==> config.mk <==
export PLATFORM = sky130hd
export DESIGN_NAME = muldiv_seq
export DESIGN_NICKNAME = d
export VERILOG_FILES = /design/src/rtl/muldiv_seq.sv
export SDC_FILE = /design/constraint.sdc
export NUM_CORES = 1
export LEC_CHECK = 0
export ABC_CLOCK_PERIOD_IN_PS = 5700
export BUFFER_PORTS_ARGS = -buffer_cell sky130_fd_sc_hd__buf_2
export CORE_ASPECT_RATIO = 0.7
export CORE_UTILIZATION = 50
export DETAILED_ROUTE_END_ITERATION = 6
export PLACE_DENSITY = 0.8
export REMOVE_ABC_BUFFERS = 1
export SLEW_MARGIN = 20
export SYNTH_ARGS = -nofsm -noshare
export SYNTH_HDL_FRONTEND = slang
export SYNTH_SLANG_ARGS = --single-unit
export TNS_END_PERCENT = 30
==> constraint.sdc <==
create_clock -name clk_i -period 5.7 [get_ports clk_i]
set_input_delay 0 -clock clk_i [delete_from_list [all_inputs] [get_ports clk_i]]
set_output_delay 0 -clock clk_i [all_outputs]
set_load 0.005 [all_outputs]
==> src/rtl/muldiv_seq.sv <==
// Iterative radix-2 multiply/divide sequencer owning the HI/LO registers.
// Latency: MTHI/MTLO 1 edge; MULT/DIV result written 33 edges after accept, done_o in the cycle after.
// Backpressure: busy_o high in CALC/FIX; start_i while busy is dropped, so the pipeline must hold it.
//
// Ports: clk_i, rst_i (sync, active-high), start_i/op_i/src0_i/src1_i request,
//        cancel_i flush, busy_o/done_o/div0_o status, hi_o/lo_o architectural HI/LO.
// Optional macro MULDIV_FAST_MUL_EN: MULT/MULTU bypass CALC through a single-cycle
// multiplier in FIX (done_o 2 cycles after accept). Division is unaffected.
module muldiv_seq #(
   parameter int WIDTH = 32,
   parameter int CNT_W = 5
) (
   input  logic             clk_i,
   input  logic             rst_i,
   input  logic             start_i,
   input  logic [2:0]       op_i,
   input  logic [WIDTH-1:0] src0_i,
   input  logic [WIDTH-1:0] src1_i,
   input  logic             cancel_i,
   output logic             busy_o,
   output logic             done_o,
   output logic             div0_o,
   output logic [WIDTH-1:0] hi_o,
   output logic [WIDTH-1:0] lo_o
);

   localparam logic [1:0] S_IDLE = 2'd0;
   localparam logic [1:0] S_CALC = 2'd1;
   localparam logic [1:0] S_FIX  = 2'd2;
   localparam logic [1:0] S_DONE = 2'd3;

   localparam logic [2:0] OP_MULT  = 3'd1;
   localparam logic [2:0] OP_MULTU = 3'd2;
   localparam logic [2:0] OP_DIV   = 3'd3;
   localparam logic [2:0] OP_DIVU  = 3'd4;
   localparam logic [2:0] OP_MTHI  = 3'd5;
   localparam logic [2:0] OP_MTLO  = 3'd6;

   localparam logic [CNT_W-1:0] CNT_LAST = CNT_W'(WIDTH - 1);

   logic [1:0]         state;
   logic [CNT_W-1:0]   cnt;
   logic [WIDTH-1:0]   hi_q, lo_q;
   logic [WIDTH-1:0]   opnd;      // multiplicand (MUL) or divisor (DIV), absolute value
   logic [2*WIDTH-1:0] acc;       // MUL {partial, multiplier}; DIV {rem, quo/dividend}
   logic               is_div, neg_res, neg_rem, div0_q;

   // Request decode for the accepting edge
   logic               op_sgn, op_div, s0, s1, op_mul;
   logic [WIDTH-1:0]   abs0, abs1;

   assign op_sgn = (op_i == OP_MULT) || (op_i == OP_DIV);
   assign op_div = (op_i == OP_DIV)  || (op_i == OP_DIVU);
   assign op_mul = (op_i == OP_MULT) || (op_i == OP_MULTU);
   assign s0     = op_sgn & src0_i[WIDTH-1];
   assign s1     = op_sgn & src1_i[WIDTH-1];
   assign abs0   = s0 ? (~src0_i + 1'b1) : src0_i;
   assign abs1   = s1 ? (~src1_i + 1'b1) : src1_i;

   // One iteration of the engine
   logic [WIDTH:0]     mul_sum, rem_sh, trial;
   logic [2*WIDTH-1:0] calc_next;

   assign mul_sum = {1'b0, acc[2*WIDTH-1:WIDTH]} + {1'b0, (acc[0] ? opnd : {WIDTH{1'b0}})};
   // Remainder shifted left with the next dividend bit brought in; it stays below
   // 2*divisor, so WIDTH+1 bits hold it and the borrow bit decides the quotient bit.
   assign rem_sh  = acc[2*WIDTH-1:WIDTH-1];
   assign trial   = rem_sh - {1'b0, opnd};
   assign calc_next = is_div
      ? {(trial[WIDTH] ? rem_sh[WIDTH-1:0] : trial[WIDTH-1:0]), acc[WIDTH-2:0], ~trial[WIDTH]}
      : {mul_sum, acc[WIDTH-1:1]};

   // Sign fix-up applied at the FIX edge
   logic [2*WIDTH-1:0] mul_raw, prod;
   logic [WIDTH-1:0]   quo, rem;

`ifdef MULDIV_FAST_MUL_EN
   // Multiplies never pass through CALC here, so acc still holds {0, multiplier}.
   assign mul_raw = is_div ? acc
                           : ({{WIDTH{1'b0}}, acc[WIDTH-1:0]} * {{WIDTH{1'b0}}, opnd});
`else
   assign mul_raw = acc;
`endif
   assign prod = neg_res ? (~mul_raw + 1'b1) : mul_raw;
   assign quo  = neg_res ? (~acc[WIDTH-1:0] + 1'b1) : acc[WIDTH-1:0];
   assign rem  = neg_rem ? (~acc[2*WIDTH-1:WIDTH] + 1'b1) : acc[2*WIDTH-1:WIDTH];

   always_ff @(posedge clk_i) begin
      if (rst_i) begin
         state   <= S_IDLE;
         cnt     <= '0;
         hi_q    <= '0;
         lo_q    <= '0;
         opnd    <= '0;
         acc     <= '0;
         is_div  <= 1'b0;
         neg_res <= 1'b0;
         neg_rem <= 1'b0;
         div0_q  <= 1'b0;
      end else if (cancel_i) begin
         state <= S_IDLE;
         cnt   <= '0;
      end else begin
         case (state)
            S_IDLE, S_DONE: begin
               state <= S_IDLE;
               if (start_i) begin
                  if (op_i == OP_MTHI) begin
                     hi_q <= src0_i;
                  end else if (op_i == OP_MTLO) begin
                     lo_q <= src0_i;
                  end else if (op_mul || op_div) begin
                     is_div  <= op_div;
                     neg_res <= s0 ^ s1;
                     neg_rem <= s0;
                     div0_q  <= op_div && (src1_i == '0);
                     cnt     <= '0;
                     if (op_div) begin
                        acc  <= {{WIDTH{1'b0}}, abs0};
                        opnd <= abs1;
                     end else begin
                        acc  <= {{WIDTH{1'b0}}, abs1};
                        opnd <= abs0;
                     end
`ifdef MULDIV_FAST_MUL_EN
                     state <= (op_mul || (src1_i == '0)) ? S_FIX : S_CALC;
`else
                     state <= (op_div && (src1_i == '0)) ? S_FIX : S_CALC;
`endif
                  end
               end
            end
            S_CALC: begin
               acc <= calc_next;
               cnt <= cnt + 1'b1;
               if (cnt == CNT_LAST) state <= S_FIX;
            end
            S_FIX: begin
               if (!div0_q) begin
                  if (is_div) begin
                     lo_q <= quo;
                     hi_q <= rem;
                  end else begin
                     {hi_q, lo_q} <= prod;
                  end
               end
               state <= S_DONE;
            end
            default: state <= S_IDLE;
         endcase
      end
   end

   assign busy_o = (state == S_CALC) || (state == S_FIX);
   assign done_o = (state == S_DONE);
   assign div0_o = (state == S_DONE) && div0_q;
   assign hi_o   = hi_q;
   assign lo_o   = lo_q;

endmodule

# Yosys cells after proc, flatten, opt, wreduce, memory -nomap -nowiden
# Index checks and enable logic that the tools add are counted.
[totals]
reg_bits = 171
latchBits = 0
mem_bits_rw = 0
rom_bits = 0
mem_count = 0
[classes]
add_sub_neg = 8
mul = 0
div = 0
order_cmp = 0
n_eq_ne = 18
shift = 0
mux = 38
bitwise = 12
reduce_logical = 18
[op_table]
columns = ["cell", "count"]
rows = [
  ["32-bit two-way mux", 17],
  ["64-bit two-way mux", 6],
  ["32-bit by 1-bit adder with 32-bit output, second input constant", 4],
  ["32-bit inverter", 4],
  ["32-bit case mux with 2 select lines", 2],
  ["64-bit case mux with 2 select lines", 1],
  ["64-bit by 1-bit adder with 64-bit output, second input constant", 1],
  ["64-bit inverter", 1],
  ["32-bit by 32-bit adder with 33-bit output", 1],
  ["33-bit by 32-bit subtractor with 33-bit output", 1],
  ["32-bit zero test", 1],
  ["5-bit two-way mux", 4],
  ["6-bit AND reduction", 3],
  ["2-bit != test, second input constant", 8],
  ["2-bit two-way mux", 6],
  ["5-bit case mux with 2 select lines", 1],
  ["5-bit AND reduction", 2],
  ["3-bit == test, second input constant", 3],
  ["3-bit by 2-bit == test with 1-bit output, second input constant", 2],
  ["2-bit case mux with 3 select lines", 1],
  ["5-bit by 1-bit adder with 5-bit output, second input constant", 1],
  ["5-bit == test, second input constant", 1],
  ["1-bit logical OR", 5],
  ["2-bit == test, second input constant", 2],
  ["other kinds (9)", 16],
]

# Depth between registers and ports, before layout
[logic_depth]
depth_word = 10
depth_mapped = 14

# Worst setup path before layout
# No wires, ideal clock.
[synth_path]
kind = "register to register"
startpoint = "register acc[31]"
endpoint = "register acc[33]"
setup_time_ns = 0.075
t_arrival_ns = 3.314
setup_slack_ns = 2.311
stages_incl_launch_ff = 15
path_buffers = 2
cell_sequence = "dfxtp_1 > inv_1 > ha_1 > fa_1 > nand2b_1 > a21oi_1 > o21ai_0 > a21oi_1 > o211ai_1 > a21oi_1 > o211a_1 > clkbuf_1 > buf_2 > mux2_2 > o21ai_0"
[synth_via]
elab_chain_cells = 4
[synth_rtl]
columns = ["element", "line_no", "source"]
rows = [
  ["from (decl)", "45", "logic [2*WIDTH-1:0] acc;"],
  ["from (signal assigned)", "119", "acc <= {{WIDTH{1'b0}}, abs0};"],
  ["from (signal assigned)", "122", "acc <= {{WIDTH{1'b0}}, abs1};"],
  ["from (signal assigned)", "134", "acc <= calc_next;"],
  ["33-bit by 32-bit subtractor with 33-bit output", "68", "assign trial = rem_sh - {1'b0, opnd};"],
  ["32-bit two-way mux", "70", "? {(trial[WIDTH] ? rem_sh[WIDTH-1:0] : trial[WIDTH-1:0]), acc[WIDTH-2:0], ~trial[WIDTH]}"],
  ["64-bit two-way mux", "70", ""],
  ["64-bit case mux with 2 select lines", "104", "case (state)"],
]
# No other way between the ends.
# A chain may end at the register's enable or synchronous reset.

# Worst setup path after layout
[layout_path]
startpoint = "register acc[31]"
endpoint = "register acc[32]"
[layout_via]
elab_chain_cells = 4
[layout_rtl]
columns = ["element", "line_no"]
rows = [
  ["33-bit by 32-bit subtractor with 33-bit output", "68"],
  ["32-bit two-way mux *", "70"],
  ["64-bit two-way mux *", "70"],
  ["64-bit case mux with 2 select lines *", "104"],
]
# Every way passes the cells marked *; elsewhere a longest branch is shown, timed or not.

==> impl_results.md <==
- Max_slew headroom: 22.7%
- Clock slew at reported path FFs: about 0.07 ns
- Placed Cells incl. Taps: 2404
- Setup violators final: 0
- DR WL/cell: between 20 and 25 um
- Final instance area: around 16000 um2
- Worst hold path cell count: 4
- Worst path slowest cell: o211a_1
- Antenna diode count: 0
- Io pins: 138
- Syn_area_per_cell: between 7 and 8 um2
- Crit path DAT: between 4 and 5 ns
- Reg2Reg Depth: 13
- Crit share post-route: about four fifths
- Outcome: complete, but fails checks
- CP bufs+invs: 2
- Post-CTS setup repair buffer count: 0
- DR vias/cell: 6.50
- Worst Hold Class: in2reg
- Fin cells: 2458
- Mapped Area: about 15000 um2
- Hold_buf cts: 21
- RSZ-0062 raised after global routing: false
- Fraction of layout cells with a size suffix above 1: between 10 and 15%
- HPWL after DPL: approximately 38000 um
- TritonCTS clock tree: yes
- Largest net degree at the start of global routing: 80
- Hold-critical path endpoint: opnd[14]$_SDFFE_PP0P_
- Ys async rst share: 0%
- Most frequent cells in the layout: 258 x nor2_1, 215 x nand2_1, 198 x a21oi_1
- CP Launch Type: register
- Sink Count: around 170
- CTS H-tree lvls: 4
- Port bufs: between 100 and 150
- Reg2Reg Setup Slack: around 1.1 ns
- Register area share after synthesis: about a quarter
- CP peak stage delay: 0.63 ns
- DR DRC count: 17
- Vias in the first global route: about 14000
- Yosys cell types: 74
- Final wirelength: ~52000 um
- Clock skew: 0.0172 ns
- Worst r2r dst: acc[32]$_SDFFE_PP0P_
- Gr usage total: 34.3%
- Leakage: approximately 0.0067 uW
- Post-CTS Resized: 0
- Hold Slack: around 0.022 ns
- Clock Tree Root: clkbuf_16
- Starting Density: 51.5%
- CP Class: reg2reg
- Ys flop type: dfxtp_1
- Worst-path maximum fanout: 23
- Worst reg2reg path startpoint: acc[31]$_SDFFE_PP0P_
- Die Area: 29800 um2
- Vias: 15973
- CP required: 6.05 ns
- Count of final hold-check violations: 0
- Cell family with most CP delay: compound AO/OA/AOI/OAI gates
- Fill count: between 2000 and 3000
- Initial DRC count: roughly 2500
- Antenna Nets Post-Route: 0
- First-pass GRT wire length: between 70000 and 80000 um
- Peak supply drop: between 0.2 and 0.25 mV
- Number of synthesized flops with an enable pin: 0
- Chip Width: approximately 210 um
- Cell Area, Placed: 15300 um2
- # nets final: 2220
- RePlAce Congestion: just under 1
- Max Root-Sink Buffers: 2
- Cell Rows: 51
- Mapped Cells: around 2000
- Failing checks: design-rule violations
- Post-synthesis register bit count: around 170
- Fin. max-slew vios: 0
- Max-cap viol count: 0
- Overflow after GRT: 0
- Critical-path cell list: inv_1 -> ha_1 -> fa_1 -> nand2b_1 -> a21oi_1 -> o21ai_0 -> a21oi_1 -> o211ai_1 -> a21oi_1 -> o211a_1 -> buf_4 -> mux2_2 -> o221ai_1
- Die Ht: 145 um
- Latest clock arrival within the worst-skew pair: 0.47 ns
- Worst-Margin Slew: around 1.2 ns
- Initial antenna violation count: 0
- Tmin final: around 4.6 ns
- Core area: between 20000 and 30000 um2
- Area grow syn2layout: 11.7%
- FMAX: around 0.22 GHz
- Commonest non-fill, non-tap cell in the layout: nor2_1
- Synth Warn #: 0
- Power per Cell Area: 221 nW/um2
- Fin Setup TNS: 0 ns
- CTS Buf Count: 17
- Critical path endpoint category: register
- Hold path startpoint: src1_i[14]
- First-pass iteration count of the detailed router: 7
- Top cell by count, worst path: a21oi_1
-- stage by stage --
stage / power, uW / setup WS, ns / util [%]
floorplan: 1890 / 1.22 / -
global placement: 2180 / 1.50 / 54.4
detailed placement: 2200 / 1.26 / 54.4
CTS: 3560 / 1.22 / 57.5
global route: 3710 / 0.875 / 57.6
finish: 3600 / 1.12 / 57.6
-- registers in the layout (all words and copies together) (netlist names) --
| name | flops |
|---|---|
| acc | 64 |
| neg_res | 1 |
| is_div | 1 |
| hi_o | 32 |
| div0_q | 1 |
| state | 2 |
| opnd | 32 |
| cnt | 5 |
| neg_rem | 1 |
| lo_o | 32 |
-- power by group --
| part | switching, uW | internal [uW] | total, uW |
|---|---|---|---|
| Combinational | 584 | 330 | 913 |
| Sequential | 59.9 | 1250 | 1310 |
| Clock | 572 | 802 | 1370 |
-- cell families after synthesis --
family,after synthesis,share of synthesized area (%)
AO/OA/AOI/OAI,617,27.6
XOR/XNOR,166,10.0
adder cells (fa/ha/maj),75,6.56
buffers and inverters,209,5.57
flip-flops,171,23.6
multiplexers,61,4.30
AND/OR/NAND/NOR,719,22.4
-- area by class of cell --
cell class	count	area (um2)	share of cell area [%]
Clock buffer	18	439	2.70
Multi-Input combinational cell	1638	10400	63.8
Tap cell	371	464	2.86
Clock inverter	14	231	1.43
Timing Repair Buffer	180	1070	6.60
Sequential cell	171	3420	21.1
Inverter	66	248	1.53
-- worst max path at each step --
| stage | start | to | slack (ns) | depth (start not counted) |
|---|---|---|---|---|
| detailed placement | acc[31]$_SDFFE_PP0P_ | acc[32]$_SDFFE_PP0P_ | 1.26 | 13 |
| global route | acc[32]$_SDFFE_PP0P_ | acc[32]$_SDFFE_PP0P_ | 0.87 | 12 |
| floorplan | state[0]$_SDFFE_PP0P_ | acc[61]$_SDFFE_PP0P_ | 1.22 | 9 |
| finish | acc[31]$_SDFFE_PP0P_ | acc[32]$_SDFFE_PP0P_ | 1.12 | 13 |
| global placement | acc[31]$_SDFFE_PP0P_ | acc[32]$_SDFFE_PP0P_ | 1.50 | 13 |
| CTS | acc[31]$_SDFFE_PP0P_ | acc[32]$_SDFFE_PP0P_ | 1.22 | 13 |
-- metal layers --
| layer | global-route usage [%] | routed length, um |
|---|---|---|
| met5 | 0 | 0 |
| met4 | 12.1 | 1570 |
| met3 | 7.59 | 6700 |
| met2 | 49.2 | 20900 |
| met1 | 49.9 | 22500 |
-- worst reg2reg max path: cells and delay by family (launching register included) --
family / cells / cell delay [ns]
AOI/OAI and AO/OA: 7 / 2.29
and+or+nand+nor: 1 / 0.19
muxes: 1 / 0.40
buffers and inverters: 2 / 0.58
DFF: 1 / 0.39
adders and majority gates: 2 / 0.63
-- cells in the mapped netlist, types with 10 or more instances --
library cell  instances  area share, %
and2_1               10           0.43
nor3_1               61            2.1
a311oi_1             21            1.3
nand3_1              46            1.6
a21o_1               34            1.8
o211ai_1             27            1.4
a22oi_1              19           0.98
a31oi_1              22           0.95
nand2b_1             20           0.86
o31ai_1              18           0.93
dfxtp_1             171             24
o41ai_1              10           0.60
mux2i_1              49            3.4
a21oi_1             198            6.8
a211o_1              13           0.78
and3_1               11           0.47
or4_1                12           0.62
nand2_1             215            5.6
a2111oi_0            10           0.60
inv_1                65            1.7
clkbuf_1            128            3.3
o21ai_0              95            3.3
nor2b_1              14           0.60
xor2_1               83            5.0
o21a_1               11           0.57
nand4_1              11           0.47
nor4_1               15           0.65
a211oi_1             84            4.3
or3_1                19           0.82
nor2_1              261            6.7
mux2_2               12           0.93
xnor2_1              83            5.0
ha_1                 73            6.3
(Power assumes the default switching activity.)
